--- config.mk ---
export PLATFORM = sky130hd
export DESIGN_NAME = ad7873_responder_flat
export DESIGN_NICKNAME = d
export VERILOG_FILES = /design/src/rtl/ad7873_responder_if.sv /design/src/rtl/ad7873_responder.sv /design/src/flat_wrapper.sv
export SDC_FILE = /design/constraint.sdc
export NUM_CORES = 1
export LEC_CHECK = 0
export BUFFER_PORTS_ARGS = -buffer_cell sky130_fd_sc_hd__buf_2
export CORE_UTILIZATION = 45
export CTS_BUF_LIST = sky130_fd_sc_hd__clkbuf_16
export CTS_CLUSTER_DIAMETER = 40
export CTS_CLUSTER_SIZE = 12
export DETAILED_ROUTE_END_ITERATION = 10
export HOLD_SLACK_MARGIN = 0.08
export PLACE_DENSITY = 0.69
export SLEW_MARGIN = 20
export SYNTH_ARGS = -nofsm -noshare
export SYNTH_HDL_FRONTEND = slang
export SYNTH_SLANG_ARGS = --single-unit
--- constraint.sdc ---
create_clock -name cclk -period 2.2 [get_ports cclk]
set_clock_uncertainty 0.05 [all_clocks]
set_input_delay 0.33 -clock cclk [delete_from_list [all_inputs] [get_ports cclk]]
set_output_delay 0.33 -clock cclk [all_outputs]
set_load 0.05 [all_outputs]
--- src/rtl/ad7873_responder_if.sv ---
// Serial link between a touchpad controller and an AD7873-style ADC.
// The controller owns sclk/csb/din; the ADC side owns dout/busy.
`timescale 1ns/1ps
interface ad7873_responder_if;
  logic sclk;
  logic csb;
  logic din;
  logic dout;
  logic busy;

  modport master (
    output sclk,
    output csb,
    output din,
    input  dout,
    input  busy
  );

  modport slave (
    input  sclk,
    input  csb,
    input  din,
    output dout,
    output busy
  );
endinterface

--- src/rtl/ad7873_responder.sv ---
// AD7873 serial-side emulator: decodes the control byte, signals busy for one
// sclk period, then returns the addressed 12-bit sample MSB first.
`timescale 1ns/1ps
module ad7873_responder #(
  parameter int SYNC_STAGES = 2
) (
  input  logic                     cclk,
  input  logic                     rst,
  ad7873_responder_if.slave        spi,
  input  logic [11:0]              x_value,
  input  logic [11:0]              y_value,
  input  logic [11:0]              z_value,
  output logic [7:0]               cmd_byte,
  output logic                     frame_done,
  output logic                     bad_addr
);

  localparam logic [1:0] ST_IDLE = 2'd0;
  localparam logic [1:0] ST_CMD  = 2'd1;
  localparam logic [1:0] ST_BUSY = 2'd2;
  localparam logic [1:0] ST_DATA = 2'd3;

  localparam logic [2:0] ADDR_X = 3'b101;
  localparam logic [2:0] ADDR_Y = 3'b001;
  localparam logic [2:0] ADDR_Z = 3'b011;

  logic [SYNC_STAGES-1:0] sclk_sync;
  logic [SYNC_STAGES-1:0] csb_sync;
  logic [SYNC_STAGES-1:0] din_sync;
  logic                   sclk_d;

  logic sclk_s;
  logic csb_s;
  logic din_s;
  logic rise;
  logic fall;

  logic [1:0]  state;
  logic [3:0]  cnt;
  logic [6:0]  cmd_sr;
  logic [11:0] out_sr;
  logic        dout_r;
  logic        busy_r;

  logic [7:0]  next_byte;
  logic [11:0] sel_value;
  logic        sel_valid;

  // csb idles deselected so a reset never looks like a live chip select.
  always_ff @(posedge cclk or posedge rst) begin
    if (rst) begin
      sclk_sync <= '0;
      csb_sync  <= '1;
      din_sync  <= '0;
      sclk_d    <= 1'b0;
    end else begin
      sclk_sync <= {sclk_sync[SYNC_STAGES-2:0], spi.sclk};
      csb_sync  <= {csb_sync[SYNC_STAGES-2:0], spi.csb};
      din_sync  <= {din_sync[SYNC_STAGES-2:0], spi.din};
      sclk_d    <= sclk_s;
    end
  end

  assign sclk_s = sclk_sync[SYNC_STAGES-1];
  assign csb_s  = csb_sync[SYNC_STAGES-1];
  assign din_s  = din_sync[SYNC_STAGES-1];
  assign rise   = sclk_s & ~sclk_d;
  assign fall   = ~sclk_s & sclk_d;

  // Byte as it stands once the bit arriving on this rise is included.
  assign next_byte = {cmd_sr, din_s};

  // NOTE: every output of a combinational block gets a default first, so no
  // path through the case can leave it unassigned and infer a latch.
  always_comb begin
    sel_value = 12'h000;
    sel_valid = 1'b0;
    case (next_byte[6:4])
      ADDR_X: begin
        sel_value = x_value;
        sel_valid = 1'b1;
      end
      ADDR_Y: begin
        sel_value = y_value;
        sel_valid = 1'b1;
      end
      ADDR_Z: begin
        sel_value = z_value;
        sel_valid = 1'b1;
      end
      default: ;
    endcase
  end

  // NOTE: state registers use non-blocking assignments so every flop samples
  // the pre-edge values, independent of statement order.
  always_ff @(posedge cclk or posedge rst) begin
    if (rst) begin
      state      <= ST_IDLE;
      cnt        <= '0;
      cmd_sr     <= '0;
      out_sr     <= '0;
      dout_r     <= 1'b0;
      busy_r     <= 1'b0;
      cmd_byte   <= 8'h00;
      frame_done <= 1'b0;
      bad_addr   <= 1'b0;
    end else begin
      frame_done <= 1'b0;
      bad_addr   <= 1'b0;
      if (csb_s) begin
        // Deselect dominates any sclk edge seen on the same cycle.
        state  <= ST_IDLE;
        cnt    <= '0;
        dout_r <= 1'b0;
        busy_r <= 1'b0;
      end else begin
        case (state)
          ST_IDLE: begin
            if (rise && din_s) begin
              cmd_sr <= 7'd1;
              cnt    <= 4'd1;
              state  <= ST_CMD;
            end
          end

          ST_CMD: begin
            if (rise) begin
              cmd_sr <= {cmd_sr[5:0], din_s};
              cnt    <= cnt + 4'd1;
              if (cnt == 4'd7) begin
                cmd_byte <= next_byte;
                out_sr   <= sel_value;
                bad_addr <= ~sel_valid;
                state    <= ST_BUSY;
              end
            end
          end

          ST_BUSY: begin
            if (fall) begin
              if (!busy_r) begin
                busy_r <= 1'b1;
              end else begin
                busy_r <= 1'b0;
                dout_r <= out_sr[11];
                out_sr <= {out_sr[10:0], 1'b0};
                cnt    <= 4'd1;
                state  <= ST_DATA;
              end
            end
          end

          ST_DATA: begin
            if (fall) begin
              if (cnt < 4'd12) begin
                dout_r <= out_sr[11];
                out_sr <= {out_sr[10:0], 1'b0};
                cnt    <= cnt + 4'd1;
              end else begin
                // D0 has been held through its rise; this fall ends the frame.
                dout_r     <= 1'b0;
                frame_done <= 1'b1;
                cnt        <= '0;
                state      <= ST_IDLE;
              end
            end
          end

          default: state <= ST_IDLE;
        endcase
      end
    end
  end

  assign spi.dout = dout_r;
  assign spi.busy = busy_r;

endmodule

--- src/flat_wrapper.sv ---
// flat-port wrapper written by rule: the top's interface ports become plain ports
module ad7873_responder_flat 
#(
  parameter int SYNC_STAGES = 2
)
  (cclk, rst, x_value, y_value, z_value, cmd_byte, frame_done, bad_addr, spi_sclk, spi_csb, spi_din, spi_dout, spi_busy);
  ad7873_responder_if spi_i ();
  input  logic cclk;
  input  logic rst;
  input  logic [11:0] x_value;
  input  logic [11:0] y_value;
  input  logic [11:0] z_value;
  output logic [7:0] cmd_byte;
  output logic frame_done;
  output logic bad_addr;
  input wire logic [$bits(spi_i.sclk)-1:0] spi_sclk;
  input wire logic [$bits(spi_i.csb)-1:0] spi_csb;
  input wire logic [$bits(spi_i.din)-1:0] spi_din;
  output wire logic [$bits(spi_i.dout)-1:0] spi_dout;
  output wire logic [$bits(spi_i.busy)-1:0] spi_busy;
  assign spi_i.sclk = spi_sclk;
  assign spi_i.csb = spi_csb;
  assign spi_i.din = spi_din;
  assign spi_dout = spi_i.dout;
  assign spi_busy = spi_i.busy;
  ad7873_responder #(.SYNC_STAGES(SYNC_STAGES)) u_core (.cclk(cclk), .rst(rst), .spi(spi_i), .x_value(x_value), .y_value(y_value), .z_value(z_value), .cmd_byte(cmd_byte), .frame_done(frame_done), .bad_addr(bad_addr));
endmodule
==> flow_summary.yaml <==
worst_setup_path:
  cp-start-kind: "flop"
  critical_path_required_ps: 2320
  max_stage_delay_ps: 390
  worst-path-max-fanout: 13
  cp_slowest_cell: "dfrtp_1"
  worstPathArrival_ps: 2130
  endpoint_kind: "flop"
  critPathKind: "flop to flop"
  path_cells: "inv_1 -> ha_1 -> or2_4 -> a21oi_4 -> o21ai_2 -> nand2_1 -> a32o_1"
  critical-path-top-delay-family: "compound AO/OA/AOI/OAI gates"
  critPathBufInv: 1
sta:
  rsz0062_at_grt: "false"
  tns_ps: 0
  relSlewSlack_pct: 51.9
  min_period_ps: 2010
  setup_viol: 0
  fmax_mhz: 499
  drv_slew: 0
  hold_viol: 0
  timing.final.crit_share_pct: 91.2
  worst_pin_slew_ps: 716
  whs_ps: 99.0
grt:
  antenna_found_initial: 0
  overflow: 0
  track_usage_pct: 18.7
  grt_pass1_vias: 1629
  grt_pass1_wl_um: 7510
  grt_max_degree: 26
clocking:
  cts_made_buffers: 5
  clock_tree.root_cell: "clkbuf_16"
  clk_latency_ps: 290
  cts_htree_levels: 2
  cts_sinks: 44
  clk_pin_slew_ps: 60
  post-cts-setup-buffers: 0
  cts_buffer_depth: 2
  cts_tree: "done"
power_and_ir_drop:
  power_density_nw_per_um2: 868
  clkPwrFrac_pct: 34.8
  ir_drop_mv: 0.603
  switchingPower_uw: 705
  cell_internal_pwr_uw: 1700
  switching_share_pct: 29.3
  p_comb_share_pct: 21.5
  seqPwrFrac_pct: 43.7
  cellLeakagePower_uw: 0.00126
placement:
  dp_hpwl_um: 3270
  gp_congestion: 0.853
  io_buffers: 52
outcome:
  status: "finished, final reports clean"
floorplanning:
  core_sq_um: 4750
  die_area_sq_um: 5260
  rows: 25
  io-pin-count: 53
  die_w_um: 72.5
  start_util_pct: 47.1
  die_h_um: 72.5
yosys:
  syn_area_sq_um: 2240
  ys_async_sr_fraction_pct: 100
  synth_cells: 212
  synth_seq_cells: 44
  synth_edf_count: 0
  yosysSeqAreaShare_pct: 49.3
  synthFlopType: "dfrtp_1"
  syn_avg_cell_area_sq_um: 10.6
  synth_nets: 259
  ys_types: 43
  yosysWarningCount: 0
cells_and_area:
  most-common-layout-cells: "buf_2, dfrtp_1, nand2_1, mux2i_1, o21ai_0"
  nets: 316
  final_layout_size_suffix_gt1_share_pct: 30.4
  mostFrequentLayoutCell: "buf_2"
  fillers: 425
  diodes: 0
  syn_to_final_growth_pct: 23.9
drt:
  ant_nets: 0
  wl_per_cell_um: 13.2
  drc_errors: 0
  vias: 1698
  vias_per_cell: 5.04
  wl_um: 4460
  drt_first_iter_violations: 83
  first_pass_iters: 4
hold_path:
  hp-class: "input port to flop"
job:
  drv_cap: 0
cells by family after synthesis:
kind of cell | after synthesis | synth area share [%]
AOI/OAI and AO/OA | 63 | 20.0
xor gates and xnor gates | 1 | 0.391
adders and majority gates | 6 | 3.35
buffers and inverters | 17 | 3.47
DFF | 44 | 49.3
muxes | 25 | 11.7
and+or+nand+nor | 56 | 11.9
worst paths after layout:
kind	startpoint	to	slack [ps]	cells past startpoint
setup / recovery	u_core.state[0]	u_core.cnt[2]	190	7
hold / removal	spi_csb	u_core.csb_sync[0]	100	1
setup reg to reg	u_core.state[0]	u_core.cnt[2]	190	7
hold reg to reg	u_core.sclk_sync[0]	u_core.sclk_sync[1]	300	0
max in group asynchronous	rst	u_core.out_sr[1]	1020	4
min in group asynchronous	rst	u_core.cmd_byte[0]	570	3
cell usage after synthesis (all sizes together), types with 2 or more instances:
master / n / share of area [%]
nand2b: 2 / 0.56
mux2: 9 / 4.5
clkbuf: 3 / 0.50
nand3b: 3 / 1.0
inv: 7 / 1.2
a21boi: 2 / 0.67
nor2: 7 / 1.6
a22oi: 11 / 3.7
nand2: 32 / 5.5
dfrtp: 42 / 47
nor3: 2 / 0.45
nand3: 4 / 0.89
ha: 6 / 3.4
nor2b: 3 / 0.84
o21ai: 27 / 6.2
mux2i: 16 / 7.2
a21oi: 8 / 2.5
o211ai: 2 / 1.5
buf: 7 / 1.8
a22o: 6 / 2.3
dfstp: 2 / 2.3
metrics by stage:
step	setup slack, ps	area, sq um	total power, uW	std cells	util, %
floorplan	440	2240	1440	212	-
global placement	280	2600	1560	328	54.6
detailed placement	206	2600	1580	328	54.6
CTS	200	2770	2420	337	58.3
global route	73.4	2770	2540	337	58.3
finish	194	2770	2410	337	58.3
worst register-to-register path, cell delays in order, from the launching register on:
cell	delay [ps]
dfrtp_1	390
inv_1	130
ha_1	330
or2_4	280
a21oi_4	70
o21ai_2	270
nand2_1	130
a32o_1	260
sequential cells by signal, indices dropped and copies added (netlist names):
signal	flops
u_core.frame_done	1
u_core.out_sr	12
u_core.cnt	4
u_core.state	2
u_core.spi.dout	1
u_core.sclk_d	1
u_core.spi.busy	1
u_core.bad_addr	1
u_core.csb_sync	2
u_core.sclk_sync	2
u_core.cmd_sr	7
u_core.cmd_byte	8
u_core.din_sync	2
routing by layer:
layer | GRT usage [%] | up-vias | routed length (um)
met5 | 0 | - | 0
met4 | 6.54 | 0 | 62
met3 | 4.17 | 6 | 129
met2 | 30.7 | 25 | 2190
met1 | 24.3 | 803 | 2080
li1 | - | 864 | -
power groups by stage:
stage	clock network [uW]	registers, uW	logic [uW]
global placement	0	1060	506
finish	839	1050	518
CTS	848	1050	522
detailed placement	0	1060	517
global route	887	1070	585
floorplan	0	1040	408
timing repair:
action / CTS / global route
gates resized for setup: 0 / 0
hold buffers: 1 / 0
endpoints found under the hold margin: 17 / 0
area by class of cell:
class / instances / area [sq um] / share of cell area (%)
tap: 67 / 83.8 / 3.02
sequential: 44 / 1100 / 39.8
clock inverter: 3 / 42.5 / 1.53
timing repair buffer: 60 / 335 / 12.1
multi-input combinational: 151 / 1060 / 38.1
clock buffer: 5 / 125 / 4.51
inverter: 7 / 26.3 / 0.947
(Power assumes the default switching activity.)
